[config.mk]
export PLATFORM = sky130hd
export DESIGN_NAME = ram_stack_ctrl
export DESIGN_NICKNAME = d
export VERILOG_FILES = /design/src/rtl/ram_stack_ctrl.sv
export SDC_FILE = /design/constraint.sdc
export NUM_CORES = 1
export LEC_CHECK = 0
export CAP_MARGIN = 25
export CORE_ASPECT_RATIO = 0.5
export CORE_MARGIN = 4
export CORE_UTILIZATION = 30
export CTS_CLUSTER_DIAMETER = 60
export DETAILED_ROUTE_END_ITERATION = 8
export PLACE_DENSITY = 0.65
export SETUP_SLACK_MARGIN = 0.15
export SYNTH_ARGS = -nofsm -noshare
export SYNTH_HDL_FRONTEND = slang
export SYNTH_SLANG_ARGS = --single-unit
[constraint.sdc]
create_clock -name CLK -period 7.1 [get_ports CLK]
set_input_delay 1.42 -clock CLK [delete_from_list [all_inputs] [get_ports CLK]]
set_output_delay 1.42 -clock CLK [all_outputs]
set_load 0.01 [all_outputs]
[src/rtl/ram_stack_ctrl.sv]
// ram_stack_ctrl -- LIFO byte stack kept in an external 256x8 single-port RAM
// whose read port has one cycle of registered latency.
//
// Optional feature macro: STACK_PEEK_EN adds the PEEK input, which reads the
// top of stack through the pop read path without changing SP.
//
// Ports
//   CLK, RST         clock; synchronous active-high reset
//   PUSH, POP        stack commands, sampled only while idle
//   PEEK             top-of-stack read (only with STACK_PEEK_EN)
//   Din              byte to push
//   Dout, DVALID     last popped/peeked byte and its one-cycle "new" pulse
//   FULL, EMPTY      combinational from the stack pointer
//   BUSY             a read is in flight; commands are ignored
//   ERR              one-cycle pulse after a push-while-full or a
//                    pop/peek-while-empty
//   RAM_*            RAM Addr/Din/WE/EN/RST and the RAM's registered Dout
//   dbg_state        FSM state (IDLE=0, RD_WAIT=1, CAPTURE=2)
//   dbg_sp           stack pointer (number of stored bytes)
//
// Command semantics: a command is accepted in the cycle it is presented
// while BUSY=0. A push completes in that cycle. A pop or peek is answered
// by a one-cycle DVALID pulse three cycles after the accept cycle. The
// block never stalls the requester. Outside IDLE, any command is dropped
// without raising ERR.
module ram_stack_ctrl #(
    parameter int DEPTH = 256
) (
    input  logic       CLK,
    input  logic       RST,
    input  logic       PUSH,
    input  logic       POP,
`ifdef STACK_PEEK_EN
    input  logic       PEEK,
`endif
    input  logic [7:0] Din,
    output logic [7:0] Dout,
    output logic       DVALID,
    output logic       FULL,
    output logic       EMPTY,
    output logic       BUSY,
    output logic       ERR,
    output logic [7:0] RAM_ADDR,
    output logic [7:0] RAM_DIN,
    output logic       RAM_WE,
    output logic       RAM_EN,
    output logic       RAM_RST,
    input  logic [7:0] RAM_DOUT,
    output logic [1:0] dbg_state,
    output logic [8:0] dbg_sp
);

    typedef enum logic [1:0] {
        IDLE    = 2'd0,
        RD_WAIT = 2'd1,
        CAPTURE = 2'd2
    } state_t;

    localparam logic [8:0] DEPTH_W = 9'(DEPTH);

    state_t     state;
    logic [8:0] sp;

    logic       peek_req;
    logic       idle_cmd;
    logic       do_push;
    logic       do_pop;
    logic       do_peek;
    logic       bad_cmd;
    logic [7:0] top_addr;

`ifdef STACK_PEEK_EN
    assign peek_req = PEEK;
`else
    assign peek_req = 1'b0;
`endif

    assign FULL      = (sp == DEPTH_W);
    assign EMPTY     = (sp == 9'd0);
    assign BUSY      = (state != IDLE);
    assign RAM_RST   = RST;
    assign dbg_state = state;
    assign dbg_sp    = sp;

    // Commands are decoded only in IDLE and only when reset is low, so that
    // reset suppresses any RAM access in the same cycle.
    // Priority is PUSH, then POP, then PEEK.
    assign idle_cmd = (state == IDLE) && !RST;
    assign do_push  = idle_cmd && PUSH && !FULL;
    assign do_pop   = idle_cmd && !PUSH && POP && !EMPTY;
    assign do_peek  = idle_cmd && !PUSH && !POP && peek_req && !EMPTY;
    assign bad_cmd  = idle_cmd && ((PUSH && FULL) ||
                                   (!PUSH && POP && EMPTY) ||
                                   (!PUSH && !POP && peek_req && EMPTY));

    // SP[7:0]-1 is still the correct top address when SP==256, because it
    // wraps to 0 - 1 = 255.
    assign top_addr = sp[7:0] - 8'd1;

    always_comb begin
        RAM_EN   = 1'b0;
        RAM_WE   = 1'b0;
        RAM_ADDR = 8'h00;
        RAM_DIN  = 8'h00;
        if (do_push) begin
            RAM_EN   = 1'b1;
            RAM_WE   = 1'b1;
            RAM_ADDR = sp[7:0];
            RAM_DIN  = Din;
        end else if (do_pop || do_peek) begin
            RAM_EN   = 1'b1;
            RAM_ADDR = top_addr;
        end
    end

    always_ff @(posedge CLK) begin
        if (RST) begin
            state  <= IDLE;
            sp     <= 9'd0;
            Dout   <= 8'h00;
            DVALID <= 1'b0;
            ERR    <= 1'b0;
        end else begin
            DVALID <= 1'b0;
            ERR    <= bad_cmd;
            case (state)
                IDLE: begin
                    if (do_push) begin
                        sp <= sp + 9'd1;
                    end else if (do_pop) begin
                        sp    <= sp - 9'd1;
                        state <= RD_WAIT;
                    end else if (do_peek) begin
                        state <= RD_WAIT;
                    end
                end
                // The RAM registers the read at the end of the accept cycle.
                // Its output then stays stable while EN is low.
                RD_WAIT: state <= CAPTURE;
                CAPTURE: begin
                    Dout   <= RAM_DOUT;
                    DVALID <= 1'b1;
                    state  <= IDLE;
                end
                default: state <= IDLE;
            endcase
        end
    end

endmodule

# Word-level counts from Yosys, hierarchy flattened
# Index checks and enable logic that the tools add are counted.
totals:
  reg_bits: 21
  latchBits: 0
  ramBits: 0
  romBits: 0
  out_inout_bits: 43
  n_memories: 0
op_classes:
  add_sub_neg: 3
  n_mul: 0
  div: 0
  n_lt_le_gt_ge: 0
  eq_ne: 5
  shifts: 0
  muxes: 12
  bitwise_logic: 0
  n_reduce_logical: 21
op_table:
  columns: ["operator", "n"]
  rows:
  - ["two-way mux 8 bit", 3]
  - ["two-way mux 9 bit", 2]
  - ["logical AND 1 bit", 10]
  - ["adder 9 x 1 -> 9 bit (second input constant)", 1]
  - ["equality test 9 bit (second input constant)", 1]
  - ["logical NOT 9 bit", 1]
  - ["subtractor 9 x 1 -> 9 bit (second input constant)", 1]
  - ["subtractor 8 x 1 -> 8 bit (second input constant)", 1]
  - ["logical NOT 1 bit", 4]
  - ["two-way mux 1 bit", 4]
  - ["two-way mux 2 bit", 2]
  - ["!= test 2 bit (second input constant)", 2]
  - ["one-hot mux 2 bit (2 select lines)", 1]
  - ["AND reduction 2 bit", 2]
  - ["nonzero test 2 bit", 2]
  - ["equality test 2 x 1 -> 1 bit (second input constant)", 1]
  - ["equality test 2 bit (second input constant)", 1]
  - ["logical NOT 2 bit", 1]
  - ["logical OR 1 bit", 1]

# Depth between registers and ports, before layout
logic_depth:
  ltp_word: 8
  depth_mapped: 13
  ltp_nobuf: 11

# Worst setup path after synthesis
# No wires, ideal clock.
synth_timing:
  path_kind: "input to output"
  from: "in RST"
  to: "out RAM_ADDR[0]"
  t_arrival_ns: 2.686
  path_slack_ns: 2.994
  path_stages: 7
  n_path_buf: 2
  cell_sequence: "or4b_1 or2_1 buf_4 inv_2 buf_2 nand2_1 o21ai_0"
synth_via:
  elab_chain_cells: 7
synth_rtl:
  columns: ["element", "line_no", "rtl"]
  rows:
  - ["from (decl)", "30", "input logic RST,"]
  - ["logical NOT 1 bit *", "88", "assign idle_cmd = (state == IDLE) && !RST;"]
  - ["logical AND 1 bit *", "88", null]
  - ["logical AND 1 bit", null, null]
  - ["logical AND 1 bit (2 in a row)", "90", "assign do_pop = idle_cmd && !PUSH && POP && !EMPTY;"]
  - ["two-way mux 8 bit", "110", "end else if (do_pop || do_peek) begin"]
  - ["two-way mux 8 bit *", "105", "if (do_push) begin"]
  - ["to (decl)", "43", "output logic [7:0] RAM_ADDR,"]
# Every way passes the cells marked *; elsewhere a longest branch is shown, timed or not.

# Worst setup path in the final report
layout_timing:
  from: "in RST"
  to: "out RAM_ADDR[6]"
# The elaborated chain is that of the path after synthesis.

==> results.tsv <==
metric	value	unit
Synth Flop Type	dfxtp_1	
Die Height	57.23	µm
fmax	0.1737	GHz
P_leak	0.0008059	µW
commonest non-fill, non-tap cell in the layout	clkdlybuf4s50_1	
Post-Syn Nets	208	
final instance area	0.002155	mm²
setup TNS	0	ps
worst reg2reg endpoint	dbg_sp[8]	
DRC	0	
remaining global-route overflow	0	
CP required	5680	ps
Die X-Extent	106.5	µm
DR pass1 iterations	4	
Final Hold Fails	0	
Mean Syn Cell Area	8.168	µm²
CTS tree	yes	
Cells after Synth	178	
Worst Reg-to-Reg Cells	11	
startpoint types	input pin	
Ys Warns	0	
Inserted Clock Buffers	3	
Worst Tran Pin Value	752.8	ps
arrival time at the worst endpoint	4340	ps
I/O Pins	63	
Netlist cell types	47	
post-CTS setup buffer count	0	
drt wl/cell	13.39	µm
DRT Wirelength	4.029	mm
clock skew	6.825	ps
root buffer cell	clkbuf_8	
ratio of final minimum period to clock period	81.09	%
clock-pin slew on the worst setup and hold paths	80	ps
total clock sinks	21	
reg2reg setup slack	3390	ps
Post-Layout Cell Count	301	
ANT cells	0	
# port buffers	62	
Area growth syn-to-layout	48.19	%
Antenna Nets Post-Route	0	
CP endpoint kind	primary output	
Final Max Tran Viols	0	
crit path kind	input pin to primary output	
status	finished, final reports clean	
first-pass GRT wire length	6.755	mm
Hold Path Sink	Dout[1]	
gp weighted congestion	0.7982	
antenna violations before repair	0	
fillers	451	
largest net degree at the start of global routing	23	
vias in the first global route	1362	
worst r2r src	dbg_sp[0]	
Yosys reg bits	21	
Power Dens Cells	289.9	mW/mm²
placed insts	297	
DP Area	0.002106	mm²
core area	0.004531	mm²
maximum fanout along the worst path	22	
Post-synth EDFFs	0	
vias per cell	4.914	
Starting DRT DRC Count	38	
Post-DP HPWL	3.257	mm
Post-Synthesis Cell Area	0.001454	mm²
clk_lat worst skew	260	ps
final setup vio count	0	
Final #Nets	266	
Slew headroom	49.66	%
min Tclk post-route	5757	ps
min-delay src	Dout[1]	
post-CTS sizing	0	
Worst Setup SP	RST	
sequential element share of the synthesized area	28.92	%
routed via count	1479	
Rows	17	
post-layout util	47.56	%
Hold-fix buffers, CTS	0	
RSZ-0062 raised after global routing	false	
hold depth	2	
peak supply drop	100.2	µV
max_cap viols	0	
Initial Utilization	32.09	%
Worst Hold Margin	459.9	ps
most frequent cells in the layout	clkdlybuf4s50_1, nand2_1, dfxtp_1	
die area	0.006092	mm²
asr flop ratio synth	0	%
Hold Path Class	flip-flop to flip-flop	
GRT Total Usage	13.37	%
clk buf depth	2	
layout cells sized above 1	6.809	%
CTS H-tree lvls	1	
-- worst max-delay path by stage --
stage	end	slack, ps	depth (start not counted)
2_1_floorplan	RAM_ADDR[0]	2990	7
3_3_place_gp	RAM_ADDR[6]	1330	8
3_5_place_dp	RAM_ADDR[6]	1300	8
4_1_cts	RAM_ADDR[6]	1300	8
5_1_grt	RAM_ADDR[6]	1090	8
6_report	RAM_ADDR[6]	1340	8
-- worst max-delay path, cell delays in order --
cell             delay, ps
clkdlybuf4s50_1        790
or4b_1                 620
or2_1                  410
inv_2                  250
nor4_1                  90
xnor2_1                140
nor2_1                  80
clkdlybuf4s50_1        540
-- cell usage after synthesis, drive strengths merged, types with 2 or more instances --
master,count,area [µm²]
a211oi,6,55.05
a21o,5,38.79
a21oi,14,70.07
a22o,2,17.52
and2,9,56.30
buf,6,40.04
clkbuf,3,11.26
dfxtp,21,420.4
ha,9,112.6
inv,5,23.77
mux2i,4,40.04
nand2,24,90.09
nand2b,3,18.77
nand3,3,15.01
nor2,13,51.30
nor2b,2,12.51
nor3,4,25.02
nor3b,3,22.52
nor4,3,18.77
o21a,2,15.01
o21ai,9,45.04
o21bai,2,15.01
o22ai,2,12.51
o31a,2,17.52
o31ai,3,22.52
or2,3,18.77
or3,2,13.77
or4b,2,23.77
xnor2,4,35.03
-- power breakdown --
part / leakage, µW / switching, µW / internal [µW]
clock: 0.0000217 / 41.2 / 39.6
sequential: 0.000171 / 38.6 / 136
combinational: 0.000613 / 180 / 189
-- layout make-up --
cell class              count  area (µm²)  area share, %
well taps                  66       82.58          3.833
repair buffers             62       620.6          28.80
clock inverters             1       7.507         0.3484
inverters                   5       23.77          1.103
flip-flops and latches     21       420.4          19.51
multi-input cells         143       958.4          44.48
clock buffers               3       41.29          1.916
-- registers in the layout, summed over array words and instances (netlist names) --
register and count:
dbg_sp 9, Dout 8, dbg_state 2, DVALID 1
ERR 1
-- per-stage QoR --
| step | power [µW] | worst slack, ps |
|---|---|---|
| finish | 624.6 | 1343 |
| global route | 678.0 | 1090 |
| CTS | 629.5 | 1299 |
| detailed placement | 546.3 | 1302 |
| global placement | 541.9 | 1331 |
| floorplan | 412.5 | 2994 |
-- per-layer routing --
metal	global-route usage (%)	vias to the layer above	routed length, µm
met2	22.05	38	1807
met3	2.938	4	169
met4	2.186	0	27
li1	-	754	-
met1	18.40	683	2024
met5	0	-	0
-- logic make-up after synthesis --
group	synth area share [%]
simple gates	26.59
compound gates	24.44
flops	28.92
buf+inv	5.163
fa+ha+maj	9.122
xor+xnor	3.012
mux	2.754
Note: power is estimated with default switching activity, not from simulation.
